<file path="config.mk">
export PLATFORM = sky130hd
export DESIGN_NAME = alu_op_sequencer
export DESIGN_NICKNAME = d
export VERILOG_FILES = /design/src/rtl/alu_seq_pkg.sv /design/src/rtl/alu_op_sequencer_decode.sv /design/src/rtl/alu_op_sequencer.sv
export SDC_FILE = /design/constraint.sdc
export NUM_CORES = 1
export LEC_CHECK = 0
export ABC_AREA = 0
export BUFFER_PORTS_ARGS = -buffer_cell sky130_fd_sc_hd__buf_2
export CORE_ASPECT_RATIO = 0.75
export CORE_MARGIN = 4
export CORE_UTILIZATION = 53
export CTS_BUF_LIST = sky130_fd_sc_hd__clkbuf_4 sky130_fd_sc_hd__clkbuf_8
export CTS_CLUSTER_DIAMETER = 80
export DETAILED_ROUTE_END_ITERATION = 10
export PLACE_DENSITY = 0.91
export SYNTH_ARGS = -nofsm -noshare
export SYNTH_HDL_FRONTEND = slang
export SYNTH_SLANG_ARGS = --single-unit
</file>
<file path="constraint.sdc">
create_clock -name clk -period 2.2 [get_ports clk]
set_clock_uncertainty 0.2 [all_clocks]
set_input_delay 0 -clock clk [delete_from_list [all_inputs] [get_ports clk]]
set_output_delay 0 -clock clk [all_outputs]
set_load 0.01 [all_outputs]
</file>
<file path="src/rtl/alu_seq_pkg.sv">
// Shared types for the ALU op sequencer: op codes, ALU control word,
// FSM states, flag bit positions and the flag-update helper.
package alu_seq_pkg;

   localparam int OP_W   = 4;
   localparam int DATA_W = 8;

   typedef enum logic [3:0] {
      OP_ADC  = 4'd0,
      OP_SBC  = 4'd1,
      OP_AND  = 4'd2,
      OP_ORA  = 4'd3,
      OP_EOR  = 4'd4,
      OP_ASL  = 4'd5,
      OP_ROL  = 4'd6,
      OP_LSR  = 4'd7,
      OP_ROR  = 4'd8,
      OP_CMP  = 4'd9,
      OP_INC  = 4'd10,
      OP_DEC  = 4'd11,
      OP_ADDW = 4'd12
   } op_t;

   // Field order is the bit order of the alu_ctl port, MSB first.
   typedef struct packed {
      logic ldb_inv_db;
      logic ldb_db;
      logic ldb_adl;
      logic lda_sb;
      logic lda_zero;
      logic enable_dec;
      logic carry_in;
      logic e_sum;
      logic e_and;
      logic e_eor;
      logic e_or;
      logic e_shiftr;
      logic subtracting;
      logic spare;
   } alu_ctl_t;

   typedef enum logic [1:0] {
      ST_IDLE    = 2'd0,
      ST_EXEC_LO = 2'd1,
      ST_EXEC_HI = 2'd2,
      ST_DONE    = 2'd3
   } state_t;

   localparam int FLAG_N = 3;
   localparam int FLAG_V = 2;
   localparam int FLAG_Z = 1;
   localparam int FLAG_C = 0;

   // Codes above ADDW have no ALU meaning.
   function automatic logic is_reserved(input logic [3:0] op);
      return (op > OP_ADDW);
   endfunction

   // {N,V,Z,C} after an 8-bit op; ADDW and reserved codes leave flags alone.
   function automatic logic [3:0] next_flags(input logic [3:0] op,
                                             input logic [3:0] fl,
                                             input logic [7:0] res,
                                             input logic       co,
                                             input logic       ov);
      logic [3:0] nf;
      nf = fl;
      if (!is_reserved(op) && (op != OP_ADDW)) begin
         nf[FLAG_N] = res[7];
         nf[FLAG_Z] = (res == 8'h00);
      end
      case (op_t'(op))
         OP_ADC, OP_SBC: begin
            nf[FLAG_C] = co;
            nf[FLAG_V] = ov;
         end
         OP_ASL, OP_ROL, OP_LSR, OP_ROR, OP_CMP: nf[FLAG_C] = co;
         default: ;
      endcase
      return nf;
   endfunction

endpackage

</file>
<file path="src/rtl/alu_op_sequencer_decode.sv">
// alu_op_decode: combinational map from FSM state and the latched request
// to the ALU control word and data drives. Everything is zero outside the
// execute states. Decimal mode is compiled in with ALU_SEQ_DECIMAL_EN.
module alu_op_decode
   import alu_seq_pkg::*;
(
   input  logic [1:0]  state,
   input  logic [3:0]  op,
   input  logic [7:0]  a,
   input  logic [7:0]  a_hi,
   input  logic [7:0]  b,
   input  logic        c_in,
   input  logic        d_in,
   input  logic        lo_carry,
   output logic [13:0] ctl,
   output logic [7:0]  sb,
   output logic [7:0]  db,
   output logic [7:0]  adl
);

   alu_ctl_t ctl_s;

`ifndef ALU_SEQ_DECIMAL_EN
   // Binary-only build: the D flag has no effect.
   logic unused_dec;
   assign unused_dec = d_in;
`endif

   // The ADL bus is not used by any supported operation.
   assign adl = 8'h00;
   assign ctl = ctl_s;

   // Per-state, per-op ALU drive selection.
   always_comb begin
      ctl_s = '0;
      sb    = 8'h00;
      db    = 8'h00;
      if (state_t'(state) == ST_EXEC_LO) begin
         case (op_t'(op))
            OP_ADC: begin
               sb = a; db = b;
               ctl_s.lda_sb = 1'b1; ctl_s.ldb_db = 1'b1;
               ctl_s.e_sum = 1'b1; ctl_s.carry_in = c_in;
`ifdef ALU_SEQ_DECIMAL_EN
               ctl_s.enable_dec = d_in;
`endif
            end
            OP_SBC: begin
               sb = a; db = b;
               ctl_s.lda_sb = 1'b1; ctl_s.ldb_inv_db = 1'b1;
               ctl_s.e_sum = 1'b1; ctl_s.carry_in = c_in;
               ctl_s.subtracting = 1'b1;
`ifdef ALU_SEQ_DECIMAL_EN
               ctl_s.enable_dec = d_in;
`endif
            end
            OP_AND, OP_ORA, OP_EOR: begin
               sb = a; db = b;
               ctl_s.lda_sb = 1'b1; ctl_s.ldb_db = 1'b1;
               ctl_s.e_and = (op_t'(op) == OP_AND);
               ctl_s.e_or  = (op_t'(op) == OP_ORA);
               ctl_s.e_eor = (op_t'(op) == OP_EOR);
            end
            // Left shift is a + a (+ C for rotate).
            OP_ASL, OP_ROL: begin
               sb = a; db = a;
               ctl_s.lda_sb = 1'b1; ctl_s.ldb_db = 1'b1;
               ctl_s.e_sum = 1'b1;
               ctl_s.carry_in = (op_t'(op) == OP_ROL) ? c_in : 1'b0;
            end
            OP_LSR, OP_ROR: begin
               sb = a;
               ctl_s.lda_sb = 1'b1; ctl_s.e_shiftr = 1'b1;
               ctl_s.carry_in = (op_t'(op) == OP_ROR) ? c_in : 1'b0;
            end
            OP_CMP: begin
               sb = a; db = b;
               ctl_s.lda_sb = 1'b1; ctl_s.ldb_inv_db = 1'b1;
               ctl_s.e_sum = 1'b1; ctl_s.carry_in = 1'b1;
            end
            OP_INC: begin
               sb = a;
               ctl_s.lda_sb = 1'b1; ctl_s.ldb_db = 1'b1;
               ctl_s.e_sum = 1'b1; ctl_s.carry_in = 1'b1;
            end
            // a + 0xFF = a - 1
            OP_DEC: begin
               sb = a;
               ctl_s.lda_sb = 1'b1; ctl_s.ldb_inv_db = 1'b1;
               ctl_s.e_sum = 1'b1;
            end
            OP_ADDW: begin
               sb = a; db = b;
               ctl_s.lda_sb = 1'b1; ctl_s.ldb_db = 1'b1;
               ctl_s.e_sum = 1'b1;
            end
            default: ;
         endcase
      end else if ((state_t'(state) == ST_EXEC_HI) && (op_t'(op) == OP_ADDW)) begin
         // Sign-extend the offset: add 0x00 or 0xFF plus the low-byte carry.
         sb = a_hi;
         ctl_s.lda_sb     = 1'b1;
         ctl_s.ldb_db     = ~b[7];
         ctl_s.ldb_inv_db = b[7];
         ctl_s.e_sum      = 1'b1;
         ctl_s.carry_in   = lo_carry;
      end
   end

endmodule

</file>
<file path="src/rtl/alu_op_sequencer.sv">
// alu_op_sequencer: accepts one ALU request, drives the ALU for one
// (8-bit ops) or two (ADDW) execute cycles, and returns result and flags.
// Optional decimal mode: ALU_SEQ_DECIMAL_EN.
module alu_op_sequencer
   import alu_seq_pkg::*;
#(
   parameter int OP_W   = 4,
   parameter int DATA_W = 8
)(
   input  logic              clk,
   input  logic              rst,
   input  logic              op_valid,
   output logic              op_ready,
   input  logic [OP_W-1:0]   op_code,
   input  logic [DATA_W-1:0] operand_a,
   input  logic [DATA_W-1:0] operand_a_hi,
   input  logic [DATA_W-1:0] operand_b,
   input  logic [3:0]        flags_in,
   input  logic              dec_flag,
   output logic [DATA_W-1:0] alu_sb,
   output logic [DATA_W-1:0] alu_db,
   output logic [DATA_W-1:0] alu_adl,
   output logic [13:0]       alu_ctl,
   input  logic [DATA_W-1:0] alu_out,
   input  logic              alu_carry_out,
   input  logic              alu_overflow,
   output logic              res_valid,
   output logic [15:0]       result,
   output logic [3:0]        flags_out,
   output logic              page_cross,
   output logic              illegal_op
);

   state_t              state_q, state_d;
   logic [OP_W-1:0]     op_q, op_d;
   logic [DATA_W-1:0]   a_q, a_d, ahi_q, ahi_d, b_q, b_d;
   logic [3:0]          flg_q, flg_d;
   logic                dec_q, dec_d;
   logic [DATA_W-1:0]   lo_q, lo_d;
   logic                lo_c_q, lo_c_d;
   logic [15:0]         result_q, result_d;
   logic [3:0]          flags_out_q, flags_out_d;
   logic                page_cross_q, page_cross_d;

   alu_op_decode u_decode (
      .state    (state_q),
      .op       (op_q),
      .a        (a_q),
      .a_hi     (ahi_q),
      .b        (b_q),
      .c_in     (flg_q[FLAG_C]),
      .d_in     (dec_q),
      .lo_carry (lo_c_q),
      .ctl      (alu_ctl),
      .sb       (alu_sb),
      .db       (alu_db),
      .adl      (alu_adl)
   );

   assign op_ready   = (state_q == ST_IDLE);
   assign res_valid  = (state_q == ST_DONE);
   assign illegal_op = res_valid & is_reserved(op_q);
   assign result     = result_q;
   assign flags_out  = flags_out_q;
   assign page_cross = page_cross_q;

   // Next state, request latch and result capture at the end of each EXEC cycle.
   always_comb begin
      state_d      = state_q;
      op_d         = op_q;
      a_d          = a_q;
      ahi_d        = ahi_q;
      b_d          = b_q;
      flg_d        = flg_q;
      dec_d        = dec_q;
      lo_d         = lo_q;
      lo_c_d       = lo_c_q;
      result_d     = result_q;
      flags_out_d  = flags_out_q;
      page_cross_d = page_cross_q;
      case (state_q)
         ST_IDLE: begin
            if (op_valid) begin
               op_d    = op_code;
               a_d     = operand_a;
               ahi_d   = operand_a_hi;
               b_d     = operand_b;
               flg_d   = flags_in;
               dec_d   = dec_flag;
               state_d = ST_EXEC_LO;
            end
         end
         ST_EXEC_LO: begin
            lo_d   = alu_out;
            lo_c_d = alu_carry_out;
            if (op_q == OP_ADDW) begin
               state_d = ST_EXEC_HI;
            end else begin
               state_d      = ST_DONE;
               result_d     = {8'h00, is_reserved(op_q) ? a_q : alu_out};
               flags_out_d  = next_flags(op_q, flg_q, alu_out, alu_carry_out, alu_overflow);
               page_cross_d = 1'b0;
            end
         end
         ST_EXEC_HI: begin
            state_d      = ST_DONE;
            result_d     = {alu_out, lo_q};
            flags_out_d  = flg_q;
            page_cross_d = (alu_out != ahi_q);
         end
         default: state_d = ST_IDLE;
      endcase
   end

   // State and capture registers; reset aborts any operation in flight.
   always_ff @(posedge clk or posedge rst) begin
      if (rst) begin
         state_q      <= ST_IDLE;
         op_q         <= '0;
         a_q          <= '0;
         ahi_q        <= '0;
         b_q          <= '0;
         flg_q        <= '0;
         dec_q        <= 1'b0;
         lo_q         <= '0;
         lo_c_q       <= 1'b0;
         result_q     <= '0;
         flags_out_q  <= '0;
         page_cross_q <= 1'b0;
      end else begin
         state_q      <= state_d;
         op_q         <= op_d;
         a_q          <= a_d;
         ahi_q        <= ahi_d;
         b_q          <= b_d;
         flg_q        <= flg_d;
         dec_q        <= dec_d;
         lo_q         <= lo_d;
         lo_c_q       <= lo_c_d;
         result_q     <= result_d;
         flags_out_q  <= flags_out_d;
         page_cross_q <= page_cross_d;
      end
   end

endmodule

</file>
---- After elaboration in Yosys (flattened, before gate mapping) ----
Cells that the tools add are included.
operators by class
  $lt $le $gt $ge ......................... 1
  equality and inequality tests ........... 19
  muxes and demuxes ....................... 36
  bitwise logic cells ..................... 2
  reduce and logical (&&, ||, !) cells .... 20
operators with widths
  cell                  count
  $mux W8               5
  $pmux W16 S2          1
  $eq A4 B4 Y1 const B  5
  $eq A4 B3 Y1 const B  4
  $mux W1               16
  $mux W16              1
  $pmux W8 S2           1
  $reduce_or A8 Y1      2
  $reduce_or A7 Y1      2
  $reduce_or A13 Y1     1
  $mux W2               5
  $eq A4 B2 Y1 const B  2
  $logic_not A8 Y1      1
  $ne A8 B8 Y1          1
  $pmux W4 S2           1
  $reduce_or A2 Y1      4
  $pmux W2 S3           1
  $reduce_or A3 Y1      2
  $mux W5               1
  $eq A2 B2 Y1 const B  2
  $eq A4 B1 Y1 const B  1
  $gt A4 B4 Y1 const B  1
  $logic_not A4 Y1      1
  $mux W4               1
  other kinds (13)      16
storage, ports and cells
  flip-flop bits (word level) ............. 64
  input port bits ......................... 46
  word-level logic and storage cells ...... 89

---- Logic depth before layout (Yosys ltp) ----
Gate-level depths: netlist of the first run.
  word-level depth ........................ 6
  mapped depth ............................ 8
  gate-level depth less buffers ........... 6

---- By module ----
Synthesis of the first run repeated with hierarchy kept, for this count alone.
unflattened totals
  cell total of the unflattened synthesis .. 325
  area total of the unflattened synthesis .. 3,558.4 um^2
by module, submodules not included
  module            instances  cells each  area an instance (um^2)  sequential area each (um^2)
  alu_op_sequencer  1          229         2,885.3                  1,626.6
  alu_op_decode     1          96          673.1                    0.0

---- Worst setup path after synthesis of the first run ----
No wires, ideal clock.
  path type ............................... register to output
  start ................................... register state_q[0]
  end ..................................... output port alu_ctl[12]
  data arrival time ....................... 1,603 ps
  data required time ...................... 2,000 ps
  setup slack ............................. 397 ps
  stages on the path, launching flop included .. 8
  path buffers ............................ 2
  cell sequence ........................... dfrtp_1 > ha_1 > buf_2 > nor2b_1 > nor2b_1 > buf_2 > inv_1 > o21ai_0
on the way
  word-level cells in the longest chain between the ends .. 4
RTL lines
  what                    line                           RTL
  from (decl)             alu_op_sequencer.sv:34         state_t state_q, state_d;
  from (signal assigned)  alu_op_sequencer.sv:131        state_q <= state_d;
  $eq A2 B2 Y1            alu_op_sequencer_decode.sv:99  end else if ((state_t'(state) == ST_EXEC_HI) && (op_t'(op) == OP_ADDW)) begin
  $logic_and A1 B1 Y1     alu_op_sequencer_decode.sv:99
  $mux W2                 alu_op_sequencer_decode.sv:99
  $mux W2 *               alu_op_sequencer_decode.sv:38  if (state_t'(state) == ST_EXEC_LO) begin
  to (decl)               alu_op_sequencer.sv:23         output logic [13:0] alu_ctl,
Every way passes the cells marked *; elsewhere a longest branch is shown, timed or not.

---- Final worst setup path of the first run ----
Same ends and word-level chain as after synthesis.

==> results.sh, run 1 <==
export IMPL_status="finished, final reports clean"
export IMPL_power_leakage_nw=2.218
export IMPL_cts_tree="yes"
export IMPL_yosys_area_share_xor_xnor_pct=3.078
export IMPL_p_total_mw=6.836
export IMPL_post_synth_main_area_contributors="sky130_fd_sc_hd__dfrtp_1, sky130_fd_sc_hd__mux2_2, sky130_fd_sc_hd__o21ai_0, sky130_fd_sc_hd__nand2_1, sky130_fd_sc_hd__buf_4"
export IMPL_syn_cell_area_um2=3415
export IMPL_final_max_slew_violation_count=0
export IMPL_total_routing_usage_gr_pct=23.67
export IMPL_gp_routability_congestion=0.8059
export IMPL_grt_first_pass_wirelength_um=14460
export IMPL_maxCapViolations=0
export IMPL_worst_path_buf_inv=4
export IMPL_postRouteWirelength_um=9146
export IMPL_p_int_mw=4.140
export IMPL_drc_errors=0
export IMPL_synth_top_family_by_area="multiplexers"
export IMPL_power_sequential_fraction_pct=33.2
export IMPL_synth_top_area_cell="sky130_fd_sc_hd__dfrtp_1"
export IMPL_initial_antenna_violation_count=0
export IMPL_ioPinCount=108
export IMPL_ant_nets=0
export IMPL_cts_buffers=9
export IMPL_max_freq_mhz=474.6
export IMPL_final_setup_worst_slack_ps=92.81
export IMPL_synth_seq_cells=64
export IMPL_setup_violations=0
export IMPL_insertion_delay_ps=340
export IMPL_critical_path_required_ps=2000
export IMPL_number_of_vias_per_cell_after_detailed_routing=5.386
export IMPL_worst_path_largest_cell_delay_ps=460
export IMPL_synth_edff_count=0
export IMPL_routed_via_count=2919
export IMPL_syn_mean_instance_area_um2=10.94
export IMPL_die_width_um=100.7
export IMPL_timing_final_crit_period_ps=2107
export IMPL_worst_r2r_startpoint="op_q[0]$_DFFE_PP0P_"
export IMPL_worstSetupPathType="flip-flop to output port"
export IMPL_post_drt_wl_per_cell_um=16.87
export IMPL_synth_compound_area_share_pct=11.62
export IMPL_switchingPower_mw=2.696
export IMPL_p_clk_share_pct=17.4
export IMPL_hpwl_um=6141
export IMPL_setup_slack_reg_to_reg_ps=360
export IMPL_gr_total_overflow=0
export IMPL_flow_area_growth_from_synthesis_pct=37.89
export IMPL_critical_path_max_fanout=6
export IMPL_syn_inst=312
export IMPL_path_cells="inv_2 > ha_4 > nor2b_4 > nor2b_4 > buf_6 > inv_1 > o21ai_0 > buf_2"
export IMPL_cts_root_buffer="sky130_fd_sc_hd__clkbuf_8"
export IMPL_cts_max_path_buffers=2
export IMPL_crit_path_end_kind="output port"
export IMPL_register_area_share_after_synthesis_pct=46.90
export IMPL_synth_top_cells_by_count="sky130_fd_sc_hd__dfrtp_1, sky130_fd_sc_hd__mux2_2, sky130_fd_sc_hd__nand2_1"
export IMPL_worst_path_most_repeated_cell="sky130_fd_sc_hd__nor2b_4"
export IMPL_sw_frac_of_total_pct=39.44
export IMPL_antenna_cells=0
export IMPL_rsz0062_at_grt="no"
export IMPL_setup_total_negative_slack_ps=0
export IMPL_pwr_share_comb_pct=49.4
export IMPL_crit_path_start="state_q[0]$_DFFE_PP0P_"
export IMPL_clkSinkCount=64
export IMPL_initial_utilization_pct=54.31
export IMPL_worstReg2RegEnd="result[3]$_DFFE_PP0P_"
export IMPL_yosys_area_share_simple_pct=10.63
export IMPL_io_buffers=94
export IMPL_power_density_nw_per_um2=1452
export IMPL_post_place_setup_slack_ps=154.3
export IMPL_ys_flop_type="sky130_fd_sc_hd__dfrtp_1"
export IMPL_nets=506
export IMPL_share_of_the_clock_period_used_by_the_worst_path_pct=95.78
export IMPL_slowest_stage="sky130_fd_sc_hd__dfrtp_2"
export IMPL_report_final_hold_viol_count=0
export IMPL_async_flop_share_pct=100.0
export IMPL_critical_path_top_delay_family="flip-flops"
export IMPL_worst_endpoint_arrival_ps=1910
export IMPL_mux_share_of_post_synthesis_cell_area_pct=19.75
export IMPL_clk_pin_slew_ps=80
export IMPL_yosys_warnings=0
export IMPL_std_cell_rows=25
export IMPL_power_ir_vdd_worst_mv=1.044
export IMPL_firstDrtPassIters=4
export IMPL_layout_drive_gt1_share_pct=41.87
export IMPL_die_y_um=77.51
export IMPL_min_delay_path_class="primary input to async pin"
export IMPL_die_area_um2=7804
export IMPL_synth_top_area_share_pct=46.90
export IMPL_yosys_cell_count_top_type="sky130_fd_sc_hd__dfrtp_1"
export IMPL_startpoint_type="flip-flop"
export IMPL_core_area_um2=6287
export IMPL_first_global_vias=2965
export IMPL_htree_levels=3
export IMPL_netlist_cell_type_count=40
export IMPL_grt_max_degree=65
export IMPL_drtIter0Drc=155
export IMPL_worst_r2r_path_depth=4
export IMPL_synthAdderAreaFrac_pct=1.466
-- state kept, by name (all words and copies together) (netlist names), 2 cells and up --
signal / flops
op_q: 4
flg_q: 4
a_q: 8
state_q: 2
flags_out: 4
b_q: 8
lo_q: 8
result: 16
ahi_q: 8
-- final cells by class --
| cell class | count | area [um2] |
|---|---|---|
| flip-flops and latches | 64 | 1607 |
| fillers | 410 | 1579 |
| repair buffers | 154 | 1051 |
| multi-input cells | 219 | 1682 |
| inverters | 8 | 30.03 |
| well taps | 81 | 101.3 |
| clock inverters | 5 | 86.33 |
| clock buffers | 11 | 151.4 |
-- routing by layer --
| layer | routed length, um | global-route usage, % |
|---|---|---|
| met2 | 4540 | 40.47 |
| met5 | 0 | 0 |
| met4 | 168 | 6.326 |
| met3 | 594 | 7.367 |
| met1 | 3843 | 28.82 |
-- per-stage QoR --
stage / std cells / area, um2 / hold WS, ps / utilization, %
6_report: 542 / 4708 / 62.29 / 74.89
5_1_grt: 542 / 4708 / 110.1 / 74.89
4_1_cts: 539 / 4643 / 69.12 / 73.85
3_5_place_dp: 479 / 3948 / -108.9 / 62.79
3_3_place_gp: 479 / 3948 / -115.9 / 62.79
2_1_floorplan: 323 / 3456 / -113.7 / -
-- cell families (layout without fill, tap and decap cells) --
kind of cell,count (synthesis),after routing
AO/OA/AOI/OAI,60,60
XOR/XNOR,12,12
adder cells (fa/ha/maj),4,4
buffers and inverters,40,178
flip-flops,64,64
multiplexers,61,61
other,1,12
AND/OR/NAND/NOR,70,70
-- worst max path at each step --
stage | to | slack [ps] | cells past startpoint
after floorplan | a_q[0]$_DFFE_PP0P_ | 400 | 1
after global placement | alu_db[0] | 240 | 5
after detailed placement | alu_db[0] | 150 | 5
after CTS | alu_ctl[12] | 20 | 8
after global routing | alu_db[5] | 1 | 7
final | alu_ctl[12] | 90 | 8
-- cells in the final DEF, fill, tap and decap left out, types with 3 or more instances in the layout --
master / Yosys / final
sky130_fd_sc_hd__nor4_1: 4 / 4
sky130_fd_sc_hd__dlygate4sd3_1: 0 / 44
sky130_fd_sc_hd__buf_2: 11 / 94
sky130_fd_sc_hd__nor2b_1: 14 / 12
sky130_fd_sc_hd__nor2_1: 7 / 7
sky130_fd_sc_hd__nand2_1: 32 / 32
sky130_fd_sc_hd__nand2b_1: 3 / 3
sky130_fd_sc_hd__a22o_1: 9 / 9
sky130_fd_sc_hd__clkbuf_8: 0 / 11
sky130_fd_sc_hd__dfrtp_1: 64 / 60
sky130_fd_sc_hd__inv_1: 7 / 5
sky130_fd_sc_hd__inv_2: 1 / 3
sky130_fd_sc_hd__a22oi_1: 8 / 8
sky130_fd_sc_hd__mux2i_1: 10 / 10
sky130_fd_sc_hd__mux2_2: 51 / 51
sky130_fd_sc_hd__conb_1: 1 / 12
sky130_fd_sc_hd__a21oi_1: 5 / 5
sky130_fd_sc_hd__o21ai_0: 24 / 24
sky130_fd_sc_hd__dfrtp_2: 0 / 4
sky130_fd_sc_hd__xnor2_1: 12 / 12
sky130_fd_sc_hd__buf_4: 14 / 12
-- power by group through the flow --
stage	logic, mW	clock network (mW)	registers, mW
floorplan	2.29	0	2.18
global placement	3.03	0	2.22
detailed placement	3.16	0	2.28
CTS	3.26	1.20	2.26
global route	3.69	1.26	2.34
finish	3.37	1.19	2.27
-- worst register-to-register path, stage by stage, from the launching register on --
cell and delay [ps]:
sky130_fd_sc_hd__dfrtp_2 460, sky130_fd_sc_hd__o211ai_4 400, sky130_fd_sc_hd__mux2_2 390, sky130_fd_sc_hd__mux2i_1 150
sky130_fd_sc_hd__o21ai_0 100
-- repair_timing --
action	CTS	global route
hold endpoints to repair	121	0
gates resized for setup	6	12
setup endpoints to repair	12	15
hold buffers	44	0
pin swaps	0	1
gates cloned	0	1
buffers inserted	0	2
Note: power is estimated with default switching activity, not from simulation.
==> run 2: changes to the inputs <==
--- a/config.mk
+++ b/config.mk
@@ -14,6 +14,7 @@
 export CTS_CLUSTER_DIAMETER = 80
 export DETAILED_ROUTE_END_ITERATION = 10
 export PLACE_DENSITY = 0.91
+export SETUP_SLACK_MARGIN = 0.3
 export SYNTH_ARGS = -nofsm -noshare
 export SYNTH_HDL_FRONTEND = slang
 export SYNTH_SLANG_ARGS = --single-unit
==> results.sh, run 2 (synthesis gave the netlist of run 1 again) <==
export IMPL_status="finished, final reports clean"
export IMPL_cts_root_buffer="sky130_fd_sc_hd__clkbuf_8"
export IMPL_layout_drive_gt1_share_pct=51.31
export IMPL_worst_path_buf_inv=3
export IMPL_grt_max_degree=65
export IMPL_ant_nets=0
export IMPL_ioPinCount=108
export IMPL_initial_utilization_pct=54.31
export IMPL_multi_input_area_um2=1894
export IMPL_gp_routability_congestion=0.8059
export IMPL_share_of_the_clock_period_used_by_the_worst_path_pct=96.65
export IMPL_initial_antenna_violation_count=0
export IMPL_worst_r2r_path_depth=7
export IMPL_die_area_um2=7804
export IMPL_setup_violations=0
export IMPL_cts_tree="yes"
export IMPL_gr_total_overflow=0
export IMPL_power_ir_vdd_worst_mv=1.020
export IMPL_layout_area_seq_um2=1607
export IMPL_min_delay_path_class="primary input to async pin"
export IMPL_setup_slack_reg_to_reg_ps=130
export IMPL_critical_path_max_fanout=6
export IMPL_post_place_setup_slack_ps=154.3
export IMPL_cts_max_path_buffers=2
export IMPL_post_drt_wl_per_cell_um=19.82
export IMPL_fin_hold_ws_ps=56.41
export IMPL_first_global_vias=3169
export IMPL_setup_total_negative_slack_ps=0
export IMPL_core_area_um2=6287
export IMPL_design_area_um2=5350
export IMPL_maxCapViolations=0
export IMPL_path_cells="inv_2 > ha_4 > nor2b_4 > nor2b_4 > buf_6 > a21oi_2 > o21ai_1 > buf_2"
export IMPL_grt_first_pass_wirelength_um=16000
export IMPL_drtIter0Drc=159
export IMPL_insertion_delay_ps=350
export IMPL_worstReg2RegEnd="flags_out[0]$_DFFE_PP0P_"
export IMPL_largest_register_ff_count=16
export IMPL_worst_path_largest_cell_delay_ps=450
export IMPL_number_of_vias_per_cell_after_detailed_routing=5.488
export IMPL_timing_final_crit_period_ps=2126
export IMPL_total_routing_usage_gr_pct=26.50
export IMPL_placed_cell_area_um2=3948
export IMPL_postRouteWirelength_um=11450
export IMPL_die_width_um=100.7
export IMPL_max_freq_mhz=470.3
export IMPL_routed_via_count=3172
export IMPL_report_final_hold_viol_count=0
export IMPL_cts_buffers=9
export IMPL_worst_path_most_repeated_cell="sky130_fd_sc_hd__nor2b_4"
export IMPL_drc_errors=0
export IMPL_hpwl_um=6141
export IMPL_startpoint_type="flip-flop"
export IMPL_flow_area_growth_from_synthesis_pct=56.69
export IMPL_crit_path_end_kind="output port"
export IMPL_worst_r2r_startpoint="state_q[1]$_DFFE_PP0P_"
export IMPL_rsz0062_at_grt="yes"
export IMPL_critical_path_top_delay_family="flip-flops"
export IMPL_mostFrequentLayoutCells="sky130_fd_sc_hd__buf_2, sky130_fd_sc_hd__dfrtp_1, sky130_fd_sc_hd__mux2_2, sky130_fd_sc_hd__dlygate4sd3_1, sky130_fd_sc_hd__nand2_1"
export IMPL_io_buffers=94
export IMPL_power_leakage_nw=2.528
export IMPL_leading_cell_type_in_the_layout_fill_and_taps_excluded="sky130_fd_sc_hd__buf_2"
export IMPL_nets=542
export IMPL_std_cell_rows=25
export IMPL_clkSinkCount=64
export IMPL_final_setup_worst_slack_ps=73.75
export IMPL_clk_pin_slew_ps=80
export IMPL_slowest_stage="sky130_fd_sc_hd__dfrtp_2"
export IMPL_antenna_cells=0
export IMPL_power_density_nw_per_um2=1578
export IMPL_die_y_um=77.51
export IMPL_htree_levels=3
export IMPL_critical_path_required_ps=2000
export IMPL_fill_count=297
export IMPL_worstSetupPathType="flip-flop to output port"
export IMPL_firstDrtPassIters=4
export IMPL_final_max_slew_violation_count=0
export IMPL_worst_endpoint_arrival_ps=1930
## run 2: changes by cell type in the layout (fill, tap and decap cells not counted), moves of 5 or more
cell | previous run | this run
sky130_fd_sc_hd__a22oi_2 | 0 | 8
sky130_fd_sc_hd__buf_6 | 2 | 19
sky130_fd_sc_hd__o21ai_0 | 24 | 13
sky130_fd_sc_hd__buf_4 | 12 | 23
sky130_fd_sc_hd__a22oi_1 | 8 | 0
sky130_fd_sc_hd__o21ai_1 | 2 | 12
sky130_fd_sc_hd__mux2_4 | 0 | 7
sky130_fd_sc_hd__mux2_2 | 51 | 44
sky130_fd_sc_hd__buf_12 | 1 | 6
## run 2: what timing repair did
action / CTS / global route
hold endpoints to repair: 121 / 0
hold buffers: 44 / 0
setup endpoints to repair: 43 / 78
gates cloned: 2 / 0
gates resized for setup: 45 / 58
buffers inserted: 21 / 16
pin swaps: 14 / 22
## run 2: worst max path at each step
stage	start	endpoint	slack [ps]	cells after the start
finish	state_q[0]$_DFFE_PP0P_	alu_ctl[7]	70	8
CTS	state_q[0]$_DFFE_PP0P_	alu_ctl[12]	190	8
detailed placement	op_q[2]$_DFFE_PP0P_	alu_db[0]	150	5
global route	state_q[0]$_DFFE_PP0P_	alu_ctl[7]	-20	8
floorplan	rst	a_q[0]$_DFFE_PP0P_	400	1
global placement	op_q[2]$_DFFE_PP0P_	alu_db[0]	240	5
## run 2: stage by stage
stage	power (mW)	utilization, %	instances
after detailed placement	5.444	62.79	479
final	8.443	85.09	578
after global placement	5.257	62.79	479
after global routing	8.863	85.09	578
after CTS	7.332	79.02	562
after floorplan	4.471	-	323
## run 2: cell type report
| type | count | area share (%) |
|---|---|---|
| multi-input combinational | 219 | 35.41 |
| sequential | 64 | 30.03 |
| clock inverter | 5 | 1.614 |
| clock buffer | 11 | 2.830 |
| tap | 81 | 1.894 |
| timing repair buffer | 190 | 27.62 |
| inverter | 8 | 0.6080 |
## run 2: power by group
part,internal (mW),switching [mW],total (mW),leakage (nW)
logic,2.57,2.36,4.92,1.64
registers,1.78,0.533,2.32,0.772
clock network,0.710,0.492,1.20,0.121
## run 2: worst register-to-register path, stage by stage, from the launching register on
cell and delay, ps:
sky130_fd_sc_hd__dfrtp_1 410, sky130_fd_sc_hd__buf_6 140, sky130_fd_sc_hd__ha_4 170, sky130_fd_sc_hd__buf_4 130, sky130_fd_sc_hd__buf_6 120, sky130_fd_sc_hd__a211oi_4 200
sky130_fd_sc_hd__mux2_4 320, sky130_fd_sc_hd__mux2_2 260
## run 2: routing by layer
| layer | global-route usage (%) | wire length (um) | up-vias |
|---|---|---|---|
| met5 | 0 | 0 | - |
| met4 | 6.729 | 325 | 0 |
| met3 | 6.828 | 874 | 29 |
| met2 | 47.24 | 5953 | 156 |
| met1 | 31.64 | 4300 | 1555 |
| li1 | - | - | 1432 |
==> run 3: changes to the inputs <==
--- a/config.mk
+++ b/config.mk
@@ -9,11 +9,11 @@
 export BUFFER_PORTS_ARGS = -buffer_cell sky130_fd_sc_hd__buf_2
 export CORE_ASPECT_RATIO = 0.75
 export CORE_MARGIN = 4
-export CORE_UTILIZATION = 53
+export CORE_UTILIZATION = 45
 export CTS_BUF_LIST = sky130_fd_sc_hd__clkbuf_4 sky130_fd_sc_hd__clkbuf_8
 export CTS_CLUSTER_DIAMETER = 80
 export DETAILED_ROUTE_END_ITERATION = 10
-export PLACE_DENSITY = 0.91
+export PLACE_DENSITY = 0.8
 export SETUP_SLACK_MARGIN = 0.3
 export SYNTH_ARGS = -nofsm -noshare
 export SYNTH_HDL_FRONTEND = slang
==> results.sh, run 3 (synthesis gave the netlist of run 1 again) <==
export IMPL_status="finished, final reports clean"
export IMPL_setup_total_negative_slack_ps=0
export IMPL_placed_cells_incl_taps=499
export IMPL_worst_r2r_startpoint="state_q[1]$_DFFE_PP0P_"
export IMPL_drtIter0Drc=165
export IMPL_finish_utilization_pct=72.61
export IMPL_cts_buffers=9
export IMPL_design_area_um2=5348
export IMPL_fin_hold_ws_ps=30.89
export IMPL_clk_pin_slew_ps=80
export IMPL_std_cell_rows=27
export IMPL_post_drt_wl_per_cell_um=18.16
export IMPL_final_max_slew_violation_count=0
export IMPL_firstDrtPassIters=4
export IMPL_layout_drive_gt1_share_pct=52.01
export IMPL_worst_path_largest_cell_delay_ps=440
export IMPL_share_of_the_clock_period_used_by_the_worst_path_pct=93.35
export IMPL_worstSetupPathType="flip-flop to output port"
export IMPL_nets=543
export IMPL_power_ir_vdd_worst_mv=0.8968
export IMPL_maxCapViolations=0
export IMPL_layout_area_seq_um2=1610
export IMPL_slowest_stage="sky130_fd_sc_hd__dfrtp_2"
export IMPL_power_density_nw_per_um2=1553
export IMPL_finalNonFillerCells=599
export IMPL_final_setup_worst_slack_ps=146.4
export IMPL_hpwl_um=6236
export IMPL_switchingPower_mw=3.239
export IMPL_largest_register_ff_count=16
export IMPL_placed_cell_area_um2=3985
export IMPL_multi_input_area_um2=1863
export IMPL_critical_path_max_fanout=5
export IMPL_startpoint_type="flip-flop"
export IMPL_grt_first_pass_wirelength_um=15930
export IMPL_antenna_cells=0
export IMPL_critical_path_required_ps=2000
export IMPL_cts_max_path_buffers=2
export IMPL_die_area_um2=9060
export IMPL_tightestPinTransition_ps=514.9
export IMPL_fill_count=477
export IMPL_total_routing_usage_gr_pct=22.39
export IMPL_critical_path_top_delay_family="compound AO/OA/AOI/OAI gates"
export IMPL_min_delay_path_class="primary input to async pin"
export IMPL_crit_path_start="op_q[3]$_DFFE_PP0P_"
export IMPL_power_leakage_nw=2.504
export IMPL_report_final_hold_viol_count=0
export IMPL_gp_routability_congestion=0.8276
export IMPL_p_total_mw=8.305
export IMPL_path_cells="buf_8 > nand2b_4 > o211ai_1 > o311ai_2 > o21ai_2 > buf_2"
export IMPL_max_freq_mhz=486.9
export IMPL_drc_errors=0
export IMPL_setup_violations=0
export IMPL_clkSinkCount=64
export IMPL_die_y_um=83.44
export IMPL_worst_r2r_path_depth=8
export IMPL_pwr_share_comb_pct=57.1
export IMPL_die_width_um=108.6
export IMPL_mostFrequentLayoutCells="sky130_fd_sc_hd__buf_2, sky130_fd_sc_hd__dfrtp_1, sky130_fd_sc_hd__mux2_2"
export IMPL_core_area_um2=7365
export IMPL_cts_root_buffer="sky130_fd_sc_hd__clkbuf_8"
export IMPL_ioPinCount=108
export IMPL_initial_utilization_pct=46.36
export IMPL_sw_frac_of_total_pct=38.99
export IMPL_crit_path_end_kind="output port"
export IMPL_number_of_vias_per_cell_after_detailed_routing=5.287
export IMPL_htree_levels=3
export IMPL_flow_area_growth_from_synthesis_pct=56.61
export IMPL_initial_antenna_violation_count=0
export IMPL_cts_tree="yes"
export IMPL_routed_via_count=3167
export IMPL_gr_total_overflow=0
export IMPL_insertion_delay_ps=340
export IMPL_p_int_mw=5.067
export IMPL_postRouteWirelength_um=10880
export IMPL_io_buffers=94
export IMPL_power_sequential_fraction_pct=27.6
export IMPL_leading_cell_type_in_the_layout_fill_and_taps_excluded="sky130_fd_sc_hd__buf_2"
export IMPL_maxSlewHeadroom_pct=65.62
export IMPL_worst_path_buf_inv=2
export IMPL_rsz0062_at_grt="yes"
export IMPL_grt_max_degree=44
export IMPL_p_clk_share_pct=15.3
export IMPL_worst_endpoint_arrival_ps=1850
export IMPL_timing_final_crit_period_ps=2054
export IMPL_post_place_setup_slack_ps=59.12
export IMPL_ant_nets=0
export IMPL_first_global_vias=3156
export IMPL_path_length_in_cells_of_the_critical_path=6
[run 3: changes by cell type in the layout (fill, tap and decap cells not counted), moves of 3 or more]
cell	change
sky130_fd_sc_hd__buf_12	+3
sky130_fd_sc_hd__buf_4	+12
sky130_fd_sc_hd__buf_6	-10
sky130_fd_sc_hd__buf_8	-3
sky130_fd_sc_hd__mux2_2	+7
sky130_fd_sc_hd__mux2_4	-7
sky130_fd_sc_hd__nor2_1	-3
sky130_fd_sc_hd__nor2_2	+3
sky130_fd_sc_hd__o21ai_0	+8
sky130_fd_sc_hd__o21ai_1	-9
[run 3: final timing paths]
| kind | slack (ps) | end |
|---|---|---|
| worst max-delay path | 150 | alu_ctl[6] |
| worst min-delay path | 30 | flg_q[2]$_DFFE_PP0P_ |
| worst max register to register | 170 | result[7]$_DFFE_PP0P_ |
| worst min register to register | 280 | result[10]$_DFFE_PP0P_ |
| max in group asynchronous | 1150 | lo_q[6]$_DFFE_PP0P_ |
| min in group clk | 220 | flg_q[0]$_DFFE_PP0P_ |
[run 3: area by class of cell]
class | count | area share, %
Clock inverter | 6 | 2.153
Sequential cell | 64 | 30.11
Multi-Input combinational cell | 219 | 34.84
Clock buffer | 10 | 2.574
Inverter | 8 | 0.5615
Tap cell | 101 | 2.363
Timing Repair Buffer | 191 | 27.40
[run 3: worst reg2reg max path: cells and delay by family (launching register included)]
family / cells / cell delay (ps)
DFF: 1 / 430
buffers and inverters: 4 / 630
AOI/OAI and AO/OA: 2 / 360
and+or+nand+nor: 1 / 130
adders and majority gates: 1 / 170
[run 3: power groups by stage]
stage / registers (mW) / clock network (mW) / logic [mW]
2_1_floorplan: 2.18 / 0 / 2.29
3_3_place_gp: 2.27 / 0 / 3.05
3_5_place_dp: 2.31 / 0 / 3.15
4_1_cts: 2.25 / 1.28 / 3.86
5_1_grt: 2.37 / 1.35 / 5.07
6_report: 2.29 / 1.27 / 4.74
[run 3: timing repair]
action	4_1_cts	5_1_grt
cloned	0	1
buffers inserted	20	19
pin swaps	9	9
endpoints found under the setup margin	26	67
hold endpoints to repair	123	0
hold buffers	44	0
gates resized for setup	44	37
[run 3: per-layer routing]
metal | track usage [%] | part of all wire (%) | up-vias
li1 | - | - | 1435
met1 | 28.83 | 41 | 1574
met2 | 37.18 | 50 | 134
met3 | 6.449 | 6.4 | 24
met4 | 5.161 | 2.0 | 0
met5 | 0 | 0 | -
